## src/rtl/seg7_scan_display.sv

```systemverilog
// rtl/seg7_scan_display.sv - eight-digit multiplexed hex display driver with blank interval per slot
// Optional leading-zero suppression: define SEG7_LZ_BLANK_EN.
module seg7_scan_display #(
   parameter int unsigned REFRESH_DIV  = 100000,
   parameter int unsigned BLANK_CYCLES = 16
) (
   input  logic        clk,
   input  logic        rst,
   input  logic [31:0] data_in,
   input  logic        load,
   input  logic [7:0]  dp_in,
   output logic [7:0]  an,
   output logic [6:0]  seg,
   output logic        dp
);

   localparam int unsigned DIV_W = (REFRESH_DIV > 2) ? $clog2(REFRESH_DIV) : 1;
   localparam logic [DIV_W-1:0] DIV_LAST = DIV_W'(REFRESH_DIV - 1);

   logic [31:0]      word_q, word_d;
   logic [7:0]       dpreq_q, dpreq_d;
   logic [DIV_W-1:0] div_q, div_d;
   logic [2:0]       idx_q, idx_d;
   logic [7:0]       an_q, an_d;
   logic [6:0]       seg_q, seg_d;
   logic             dp_q, dp_d;

   logic [3:0]       nibble;
   logic             in_blank;
   logic             digit_on;
   logic             slot_end;

   function automatic logic [6:0] hex_to_seg(input logic [3:0] v);
      logic [6:0] s;
      case (v)
         4'h0: s = 7'h40;
         4'h1: s = 7'h79;
         4'h2: s = 7'h24;
         4'h3: s = 7'h30;
         4'h4: s = 7'h19;
         4'h5: s = 7'h12;
         4'h6: s = 7'h02;
         4'h7: s = 7'h78;
         4'h8: s = 7'h00;
         4'h9: s = 7'h10;
         4'hA: s = 7'h08;
         4'hB: s = 7'h03;
         4'hC: s = 7'h46;
         4'hD: s = 7'h21;
         4'hE: s = 7'h06;
         default: s = 7'h0E;
      endcase
      return s;
   endfunction

`ifdef SEG7_LZ_BLANK_EN
   logic [2:0] top_digit;

   // Highest nonzero nibble; digit 0 is always at or below it, so "0" still shows.
   always_comb begin
      top_digit = 3'd0;
      for (int i = 1; i < 8; i++) begin
         if (word_q[4*i +: 4] != 4'h0) top_digit = 3'(i);
      end
      digit_on = (idx_q <= top_digit) || dpreq_q[idx_q];
   end
`else
   always_comb digit_on = 1'b1;
`endif

   always_comb begin
      word_d   = load ? data_in : word_q;
      dpreq_d  = load ? dp_in : dpreq_q;

      slot_end = (div_q == DIV_LAST);
      div_d    = slot_end ? '0 : div_q + DIV_W'(1);
      idx_d    = slot_end ? idx_q + 3'd1 : idx_q;

      nibble   = word_q[{idx_q, 2'b00} +: 4];
      in_blank = (32'(div_q) < BLANK_CYCLES);

      if (in_blank || !digit_on) begin
         an_d  = 8'hFF;
         seg_d = 7'h7F;
         dp_d  = 1'b1;
      end else begin
         an_d  = ~(8'b1 << idx_q);
         seg_d = hex_to_seg(nibble);
         dp_d  = ~dpreq_q[idx_q];
      end
   end

   always_ff @(posedge clk) begin
      if (rst) begin
         word_q  <= '0;
         dpreq_q <= '0;
         div_q   <= '0;
         idx_q   <= '0;
         an_q    <= 8'hFF;
         seg_q   <= 7'h7F;
         dp_q    <= 1'b1;
      end else begin
         word_q  <= word_d;
         dpreq_q <= dpreq_d;
         div_q   <= div_d;
         idx_q   <= idx_d;
         an_q    <= an_d;
         seg_q   <= seg_d;
         dp_q    <= dp_d;
      end
   end

   assign an  = an_q;
   assign seg = seg_q;
   assign dp  = dp_q;

endmodule

```

## config.mk

```make
export PLATFORM = sky130hd
export DESIGN_NAME = seg7_scan_display
export DESIGN_NICKNAME = d
export VERILOG_FILES = /design/src/rtl/seg7_scan_display.sv
export SDC_FILE = /design/constraint.sdc
export NUM_CORES = 1
export LEC_CHECK = 0
export BUFFER_PORTS_ARGS = -buffer_cell sky130_fd_sc_hd__buf_2
export CELL_PAD_IN_SITES_DETAIL_PLACEMENT = 0
export CELL_PAD_IN_SITES_GLOBAL_PLACEMENT = 1
export CORE_AREA = 10 10 100 102
export DETAILED_ROUTE_END_ITERATION = 10
export DIE_AREA = 0 0 110 112
export GPL_TIMING_DRIVEN = 1
export PLACE_DENSITY = 0.79
export SLEW_MARGIN = 20
export SYNTH_ARGS = -nofsm -noshare
export SYNTH_HDL_FRONTEND = slang
export SYNTH_SLANG_ARGS = --single-unit
```

## constraint.sdc

```tcl
create_clock -name clk -period 2.69 [get_ports clk]
set_input_delay 0.1345 -clock clk [delete_from_list [all_inputs] [get_ports clk]]
set_output_delay 0.1345 -clock clk [all_outputs]
set_load 0.01 [all_outputs]
```

==> results of run 1 <==
## state kept, by name, summed over array words and instances, names as in the netlist
register / count
word_q: 32
div_q: 17
an: 8
dpreq_q: 8
seg: 7
idx_q: 3
dp: 1
## routing by layer
| layer | vias up | GRT usage [%] | routed length [um] |
|---|---|---|---|
| met2 | 60 | 16.6 | 3030 |
| met1 | 1130 | 16.4 | 3580 |
| met5 | - | 0 | 0 |
| met4 | 0 | 4.43 | 110 |
| met3 | 11 | 5.19 | 575 |
| li1 | 1238 | - | - |
## cells by family after synthesis
logic type / count (synthesis)
adders and majority gates: 12
muxes: 60
buffers and inverters: 27
AOI/OAI and AO/OA: 16
xor gates and xnor gates: 17
DFF: 76
and+or+nand+nor: 119
## cell type report
cell class	count	area share, %
timing repair buffer	63	8.30
sequential	76	38.5
multi-input combinational	224	43.4
tap	105	3.33
clock buffer	10	3.23
clock inverter	6	2.25
inverter	10	0.951
## report_power, final
part,leakage [nW],switching [mW],internal [mW]
Combinational,0.957,0.0890,0.0876
Clock,0.102,0.430,0.523
Sequential,0.622,0.0255,1.16
Total,1.68,0.544,1.77
## critical path: stages, from the launching register on
cell     delay [ns]
dfxtp_1        0.54
mux4_2         0.60
mux2i_4        0.26
inv_1          0.10
ha_1           0.21
inv_1          0.09
mux2i_1        0.08
a221o_1        0.29
## cells in the mapped netlist (6+ instances only)
library cell / n / share of area [%]
dfxtp_1: 76 / 45
nor2_1: 70 / 7.8
mux2i_1: 48 / 14
nand2_1: 15 / 1.7
ha_1: 12 / 4.5
nand3_1: 10 / 1.5
inv_1: 9 / 1.0
xnor2_1: 9 / 2.3
xor2_1: 8 / 2.1
mux4_2: 7 / 4.7
clkbuf_1: 6 / 0.67
nand4_1: 6 / 1.1
## path summary, 6_finish.rpt
check,from,end,cells after the start
max,idx_q[0],seg[6],7
min reg2reg,div_q[0],div_q[0],1
min,data_in[9],word_q[9],3
max reg2reg,idx_q[0],seg[6],7
## metrics by stage
step                      worst slack [ns]  utilization, %  instance area [um2]  hold WS, ns  power, mW
after floorplan                      0.528               -                 3370        0.281       1.33
after global placement               0.498            46.4                 3730        0.367       1.39
after detailed placement             0.413            46.4                 3730        0.378       1.39
after CTS                            0.400            49.0                 3950      0.00790       2.34
after global routing                 0.239            49.0                 3950      0.00905       2.41
final                                0.414            49.0                 3950       0.0147       2.32
==> key figures, run 1 <==
STA
  – Final setup skew: between 0.005 and 0.006 ns
  – Final setup viols: 0
  – Highest achievable clock rate: roughly 0.44 GHz
  – Tmin final: 2.28 ns
  – Setup TNS: 0 ns
  – Count of final max-slew check failures: 0
  – Final Hold Fails: 0
  – Slew margin rel.: 48.8%
  – Worst-margin pin slew: 0.758 ns
  – Period utilisation layout: 84.6%
  – RSZ-0062 raised after global routing: false

Floorplan
  – # IOs: 59
  – Row count: 33
  – Die H: 112 um
  – Initial Util: 41.9%
  – Die width: 110 um
  – Core Area: 0.00805 mm2
  – Die Area: 0.0123 mm2

Finish
  – Layout cell share with drive strength beyond 1: 24.4%
  – Commonest non-fill, non-tap cell in the layout: dfxtp_1
  – Nets: between 400 and 500
  – Register Area: 0.00152 mm2
  – Layout area overhead: 17.1%
  – Area of the multi-input gates: approximately 0.0017 mm2
  – Most frequent cells in the layout: dfxtp_1, nor2_1, buf_2
  – Fillcell total: 761
  – Final Non-Filler Cells: 494
  – Ant diodes: 0

Clock network
  – CTS tree: done
  – Worst skew pair latency: approximately 0.35 ns
  – Post-CTS Hold Buffers: 0
  – Post-cts sizing count: 0
  – Post-CTS Setup Bufs: 0
  – H-tree Lvls: 3
  – Clock transition at path regs: 0.08 ns
  – CTS sink cnt: 76
  – Clock Root Buffer: clkbuf_8
  – TritonCTS buffer count: 9
  – CTS Buffer Depth: 2

Synth
  – YS warnings: 0
  – Post-synth EDFFs: 0
  – Asr flop ratio synth: 0%
  – Count of cell types in the netlist: 44
  – Largest family of logic cells by synthesized area: multiplexers
  – Synth Area in Adders: 4.45%
  – Post-synthesis mux area share: 22.0%
  – Cells after Synth: 327
  – Post-synth top flop: dfxtp_1
  – Post-Synthesis Net Count: 382
  – Synthesized area per cell: 10.3 um2
  – Synth Area in XOR/XNOR: 4.41%
  – Mapped Area: roughly 0.0034 mm2
  – #FFs+latches synth: 76
  – Register area share after synthesis: 45.1%
  – Post-synthesis compound-gate area fraction: 4.23%
  – Post-Synth Simple-Gate Area: ~16%

GRT
  – GRT Total Usage: 12.1%
  – Vias in the first global route: 2414
  – First-pass GRT wire length: 12.0 mm
  – Largest net degree at the start of global routing: 27
  – Initial antenna violation count: 0
  – Final global-route overflow total: 0

Drt
  – Routed wire length: approximately 7.3 mm
  – Iter 0 DRT Violations: a little under 100
  – DRC viols: 0
  – Routed length per placed instance: between 10 and 15 um
  – Vias: 2439
  – Initial DRT Pass Iterations: 4
  – DR vias/cell: 4.94
  – Post-DRT Antenna Nets: 0

Power
  – Worst vdd ir: around 260 uV
  – Leakage Power: approximately 1.7 nW
  – Pwr/cell area: ~590 mW/mm2

Setup path
  – Worst-path fanout max: 7
  – Critical path type: flop to flop
  – CP arrival: 2.51 ns
  – CP endpoint kind: flop
  – Startpoint Class: flop
  – Flop-to-flop setup slack: 0.41 ns
  – Worst Path Required: 2.93 ns

Job
  – Max-capacitance violation count: 0

Outcome
  – Status: completed

Placed design
  – Detailed Place HPWL: 5.39 mm
  – Post-placement cell count: 478
  – Final GP Congestion: 0.743
  – # port buffers: 58

Worst hold path
  – Min-delay worst type: primary input to flop
Power figures use the tool's default switching activity.
==> run 2: changes to the inputs <==
==> constraint.sdc (replaced) <==
create_clock -name clk -period 2.15 [get_ports clk]
set_input_delay 0.1075 -clock clk [delete_from_list [all_inputs] [get_ports clk]]
set_output_delay 0.1075 -clock clk [all_outputs]
set_load 0.01 [all_outputs]
==> run 2 against run 1 <==
  * Critical path depth decreased by 1
  * Total power is 33% higher
  * Sequential share of layout area down 3.5 points
  * Sequential power grew 25%
  * Setup slack lost 0.29 ns
  * Flip-flop and latch count unchanged
  * Final cell count up 7.7%
  * Core utilization grew 5.1 points
  * Clock skew up 0.0044 ns
  * Via count rose by 4.1%
  * Wire length grew 1.3%
  * Critical path type unchanged
  * Highest routed layer unchanged
==> key figures, run 2 (same netlist as run 1, synthesis figures left out) <==
Outcome
  – Status: completed (unchanged)

Finish
  – Most flops, register: word_q (unchanged)
  – Layout cell share with drive strength beyond 1: 24.6% (was 24.4%)
  – Largest registers: word_q x32, div_q x17 (unchanged)
  – Most frequent cells in the layout: dfxtp_1, nor2_1, buf_2 (unchanged)
  – Final instance area: 0.00436 mm2 (was 0.00395 mm2)
  – Post-layout util: 54.1% (was 49.0%)
  – Number of flip-flops under the largest register name: 32 (unchanged)
  – Final Non-Filler Cells: 532 (was 494)
  – Ant diodes: 0 (unchanged)
  – Commonest non-fill, non-tap cell in the layout: dfxtp_1 (unchanged)
  – Nets: 477 (was 439)
  – Layout area overhead: 29.2% (was 17.1%)

STA
  – Period utilisation layout: 94.2% (was 84.6%)
  – Final setup viols: 0 (unchanged)
  – Highest achievable clock rate: 0.494 GHz (was 0.439 GHz)
  – Min Hold Slack: 0.0209 ns (was 0.0147 ns)
  – Final WS setup: 0.125 ns (was 0.414 ns)
  – RSZ-0062 raised after global routing: false (unchanged)
  – Final Hold Fails: 0 (unchanged)
  – Count of final max-slew check failures: 0 (unchanged)
  – Slew margin rel.: 59.9% (was 48.8%)
  – Tmin final: 2.03 ns (was 2.28 ns)
  – Worst-margin pin slew: 0.602 ns (was 0.758 ns)
  – Setup TNS: 0 ns (unchanged)
  – Final setup skew: 0.0102 ns (was 0.00589 ns)

Worst hold path
  – Hold endpoint: dpreq_q[6] (was word_q[9])
  – Hold Crit Depth: 3 (unchanged)
  – Worst hold path startpoint: dp_in[6] (was data_in[9])
  – Min-delay worst type: primary input to flop (unchanged)

GRT
  – Vias in the first global route: 2652 (was 2414)
  – First-pass GRT wire length: 12.8 mm (was 12.0 mm)
  – Initial antenna violation count: 0 (unchanged)
  – GRT Total Usage: 12.7% (was 12.1%)
  – Final global-route overflow total: 0 (unchanged)
  – Largest net degree at the start of global routing: 33 (was 27)

Clock network
  – CTS sink cnt: 76 (unchanged)
  – Clock transition at path regs: 0.08 ns (about the same)
  – Worst skew pair latency: 0.34 ns (was 0.35 ns)
  – CTS tree: done (unchanged)
  – H-tree Lvls: 3 (unchanged)
  – TritonCTS buffer count: 9 (unchanged)
  – CTS Buffer Depth: 2 (unchanged)
  – Clock Root Buffer: clkbuf_8 (unchanged)
  – Post-CTS Setup Bufs: 0 (unchanged)

Setup path
  – CP bufs+invs: 1 (was 2)
  – CP cell instances: mux4_2 -> mux2i_4 -> buf_4 -> ha_1 -> mux2i_1 -> a221o_1 (was mux4_2 -> mux2i_4 -> inv_1 -> ha_1 -> inv_1 -> mux2i_1 -> a221o_1)
  – Critical path's largest stage delay: 0.56 ns (was 0.60 ns)
  – CP endpoint kind: flop (unchanged)
  – Flop-to-flop setup slack: 0.12 ns (was 0.41 ns)
  – Worst Path Required: 2.39 ns (was 2.93 ns)
  – Worst reg2reg path depth: 6 (was 7)
  – CP arrival: 2.26 ns (was 2.51 ns)
  – Startpoint Class: flop (unchanged)
  – Worst-path fanout max: 9 (was 7)
  – Worst r2r dst: seg[4] (was seg[6])
  – Slowest CP cell: mux4_2 (unchanged)
  – Critical path type: flop to flop (unchanged)
  – Family with the most delay on the worst path: multiplexers (unchanged)
  – Reg-to-Reg Start: idx_q[0] (unchanged)

Placed design
  – Post-placement cell count: 486 (was 478)
  – Detailed Place HPWL: 5.46 mm (was 5.39 mm)
  – Final GP Congestion: 0.831 (was 0.743)
  – # port buffers: 58 (unchanged)
  – DP Area: 0.00381 mm2 (was 0.00373 mm2)
  – Pre-CTS setup slack: 0.0579 ns (was 0.413 ns)

Drt
  – Iter 0 DRT Violations: 68 (was 98)
  – DR vias/cell: 4.77 (was 4.94)
  – Post-DRT Antenna Nets: 0 (unchanged)
  – Routed length per placed instance: 13.9 um (was 14.8 um)
  – Routed wire length: 7.39 mm (was 7.30 mm)
  – Vias: 2539 (was 2439)
  – DRC viols: 0 (unchanged)
  – Initial DRT Pass Iterations: 6 (was 4)

Floorplan
  – # IOs: 59 (unchanged)
  – Core Area: 0.00805 mm2 (unchanged)
  – Die width: 110 um (unchanged)
  – Die H: 112 um (unchanged)
  – Initial Util: 41.9% (unchanged)
  – Row count: 33 (unchanged)
  – Die Area: 0.0123 mm2 (unchanged)

Job
  – Max-capacitance violation count: 0 (unchanged)

Power
  – Worst vdd ir: 364 uV (was 258 uV)
  – Pwr/cell area: 709 mW/mm2 (was 587 mW/mm2)
  – PnR Total Power: 3.09 mW (was 2.32 mW)
  – Leakage Power: 1.87 nW (was 1.68 nW)
-- run 2: power by group --
part           leakage, nW  internal (mW)  total, mW  switching, mW
sequential           0.622           1.46       1.49         0.0300
clock                0.127          0.834       1.33          0.499
combinational         1.12          0.154      0.274          0.121
-- run 2: layout make-up --
cell class                      count  area [um2]
Clock buffer                       12         155
Sequential cell                    76        1530
Timing Repair Buffer              101         701
Multi-Input combinational cell    224        1710
Clock inverter                      4        95.1
Fill cell                         725        3690
Tap cell                          105         131
Inverter                           10        37.5
-- run 2: worst max-delay path by stage --
| stage | slack (ns) | start | cells past startpoint | end |
|---|---|---|---|---|
| floorplan | 0.03 | idx_q[0] | 9 | seg[5] |
| global placement | 0.14 | idx_q[0] | 7 | seg[6] |
| detailed placement | 0.06 | idx_q[0] | 7 | seg[6] |
| CTS | 0.04 | idx_q[0] | 6 | seg[4] |
| global route | 0.006 | idx_q[0] | 6 | seg[0] |
| finish | 0.12 | idx_q[0] | 6 | seg[4] |
-- run 2: per-layer routing --
| layer | share of wire, % | GRT usage, % | up-vias |
|---|---|---|---|
| li1 | - | - | 1315 |
| met1 | 50 | 17.2 | 1166 |
| met2 | 43 | 18.0 | 52 |
| met3 | 6.5 | 4.56 | 6 |
| met4 | 1.1 | 4.69 | 0 |
| met5 | 0 | 0 | - |
-- run 2: worst reg2reg max path: cells and delay by family, from the launching register on --
family,cells,cell delay [ns]
flops,1,0.43
compound gates,1,0.29
buf+inv,1,0.17
fa+ha+maj,1,0.21
mux,3,0.82
-- run 2: what timing repair did --
action,CTS,global route
endpoints found under the setup margin,0,6
hold buffers,30,0
endpoints found under the hold margin,30,0
gates resized for setup,0,1
==> run 3: changes to the inputs <==
--- a/config.mk
+++ b/config.mk
@@ -8,11 +8,11 @@
 export BUFFER_PORTS_ARGS = -buffer_cell sky130_fd_sc_hd__buf_2
 export CELL_PAD_IN_SITES_DETAIL_PLACEMENT = 0
 export CELL_PAD_IN_SITES_GLOBAL_PLACEMENT = 1
-export CORE_AREA = 10 10 100 102
+export CORE_AREA = 10 10 111 93
 export DETAILED_ROUTE_END_ITERATION = 10
-export DIE_AREA = 0 0 110 112
+export DIE_AREA = 0 0 121 103
 export GPL_TIMING_DRIVEN = 1
-export PLACE_DENSITY = 0.79
+export PLACE_DENSITY = 0.78
 export SLEW_MARGIN = 20
 export SYNTH_ARGS = -nofsm -noshare
 export SYNTH_HDL_FRONTEND = slang
==> run 3 against run 2 <==
  * Final cell count up 0.38%
  * Wire length up 1.4%
  * Largest power group unchanged
  * Worst hold slack got worse by 0.0035 ns
  * Core utilization down 2.3 points
  * Critical path type unchanged
  * Final area is 2.2% lower
  * Non-clock buffer count shrank 4
  * Clock-buffer cell count grew 1
  * Global-route usage decreased by 0.33 points
==> key figures, run 3 (same netlist as run 1, synthesis figures left out) <==
Outcome
  – Status: completed (unchanged)

GRT
  – Vias in the first global route: 2536 (was 2652)
  – Initial antenna violation count: 0 (unchanged)
  – GRT Total Usage: 12.4% (was 12.7%)
  – Largest net degree at the start of global routing: 45 (was 33)
  – First-pass GRT wire length: 12.4 mm (was 12.8 mm)
  – Final global-route overflow total: 0 (unchanged)

Clock network
  – Post-CTS Setup Bufs: 0 (unchanged)
  – Clock Root Buffer: clkbuf_8 (unchanged)
  – CTS sink cnt: 76 (unchanged)
  – Post-CTS Hold Buffers: 27 (was 30)
  – CTS tree: done (unchanged)
  – Clock transition at path regs: 0.07 ns (was 0.08 ns)
  – Worst skew pair latency: 0.34 ns (about the same)
  – TritonCTS buffer count: 9 (unchanged)
  – H-tree Lvls: 3 (unchanged)
  – CTS Buffer Depth: 2 (unchanged)
  – Post-cts sizing count: 0 (unchanged)

Setup path
  – Worst Path Required: 2.38 ns (was 2.39 ns)
  – Critical path's largest stage delay: 0.55 ns (was 0.56 ns)
  – Startpoint Class: flop (unchanged)
  – Slowest CP cell: mux4_2 (unchanged)
  – Worst-path fanout max: 6 (was 9)
  – CP arrival: 2.25 ns (was 2.26 ns)
  – CP endpoint kind: flop (unchanged)
  – Family with the most delay on the worst path: multiplexers (unchanged)
  – Critical path type: flop to flop (unchanged)
  – CP cell instances: mux4_2 -> mux2i_4 -> inv_2 -> ha_1 -> inv_1 -> mux2i_1 -> a221o_1 (was mux4_2 -> mux2i_4 -> buf_4 -> ha_1 -> mux2i_1 -> a221o_1)
  – CP bufs+invs: 2 (was 1)

STA
  – Count of final max-slew check failures: 0 (unchanged)
  – Worst-margin pin slew: 0.566 ns (was 0.602 ns)
  – Final setup viols: 0 (unchanged)
  – Slew margin rel.: 61.9% (was 59.9%)
  – Highest achievable clock rate: 0.497 GHz (was 0.494 GHz)
  – Setup TNS: 0 ns (unchanged)
  – Final setup skew: 0.00668 ns (was 0.0102 ns)
  – RSZ-0062 raised after global routing: false (unchanged)
  – Period utilisation layout: 93.7% (was 94.2%)
  – Tmin final: 2.01 ns (was 2.03 ns)
  – Final Hold Fails: 0 (unchanged)

Drt
  – Initial DRT Pass Iterations: 4 (was 6)
  – DR vias/cell: 4.75 (was 4.77)
  – Post-DRT Antenna Nets: 0 (unchanged)
  – Iter 0 DRT Violations: 93 (was 68)
  – Routed wire length: 7.49 mm (was 7.39 mm)
  – Vias: 2534 (was 2539)
  – Routed length per placed instance: 14.0 um (was 13.9 um)
  – DRC viols: 0 (unchanged)

Floorplan
  – Row count: 30 (was 33)
  – Initial Util: 41.0% (was 41.9%)
  – Die width: 121 um (was 110 um)
  – Core Area: 0.00822 mm2 (was 0.00805 mm2)
  – Die Area: 0.0125 mm2 (was 0.0123 mm2)
  – Die H: 103 um (was 112 um)
  – # IOs: 59 (unchanged)

Power
  – Leakage Power: 1.82 nW (was 1.87 nW)
  – Pwr/cell area: 660 mW/mm2 (was 709 mW/mm2)
  – Worst vdd ir: 328 uV (was 364 uV)
  – PnR Total Power: 2.81 mW (was 3.09 mW)

Finish
  – Largest registers: word_q x32, div_q x17 (unchanged)
  – Most flops, register: word_q (unchanged)
  – Ant diodes: 0 (unchanged)
  – Layout cell share with drive strength beyond 1: 23.9% (was 24.6%)
  – Nets: 473 (was 477)
  – Number of flip-flops under the largest register name: 32 (unchanged)
  – Commonest non-fill, non-tap cell in the layout: dfxtp_1 (unchanged)
  – Most frequent cells in the layout: dfxtp_1, nor2_1, buf_2 (unchanged)
  – Layout area overhead: 26.3% (was 29.2%)

Placed design
  – Detailed Place HPWL: 5.49 mm (was 5.46 mm)
  – # port buffers: 58 (unchanged)
  – Final GP Congestion: 0.770 (was 0.831)

Worst hold path
  – Min-delay worst type: primary input to flop (unchanged)

Job
  – Max-capacitance violation count: 0 (unchanged)
[run 3: where the power goes]
part           total (mW)  switching (mW)  leakage, nW  internal (mW)
clock                1.06           0.497       0.0935          0.562
combinational       0.268           0.119         1.11          0.149
sequential           1.49          0.0313        0.622           1.46
[run 3: metal layers]
metal	wire length (um)	up-vias	track usage (%)
met2	3110	59	18.0
met5	0	-	0
met4	44	0	3.06
met3	539	5	5.75
li1	-	1313	-
met1	3800	1157	16.3
[run 3: tightest hold or removal path: cells and delay by family]
| kind | cells | cell delay (ns) |
|---|---|---|
| mux | 1 | 0.06 |
| buf+inv | 1 | 0.08 |
| simple gates | 1 | 0.08 |
[run 3: path summary, 6_finish.rpt]
check | endpoint | depth (start not counted) | slack [ns] | startpoint
min reg2reg | div_q[0] | 1 | 0.47 | div_q[0]
max reg2reg | seg[6] | 7 | 0.14 | idx_q[0]
min | word_q[24] | 3 | 0.02 | data_in[24]
max | seg[6] | 7 | 0.14 | idx_q[0]
[run 3: stage by stage]
step	cells	util [%]	cell area [um2]	worst slack, ns	hold slack [ns]
after CTS	534	51.8	4260	0.127	0.000731
after global routing	534	51.8	4260	0.0428	0.0128
after detailed placement	492	46.3	3810	0.148	0.351
after global placement	492	46.3	3810	0.175	0.341
after floorplan	327	-	3370	0.0279	0.254
final	534	51.8	4260	0.136	0.0175
[run 3: cell type report]
class	instances	area (um2)
Timing Repair Buffer	97	663
Fill cell	761	3960
Clock buffer	13	149
Multi-Input combinational cell	224	1710
Inverter	10	37.5
Clock inverter	2	35.0
Tap cell	112	140
Sequential cell	76	1520
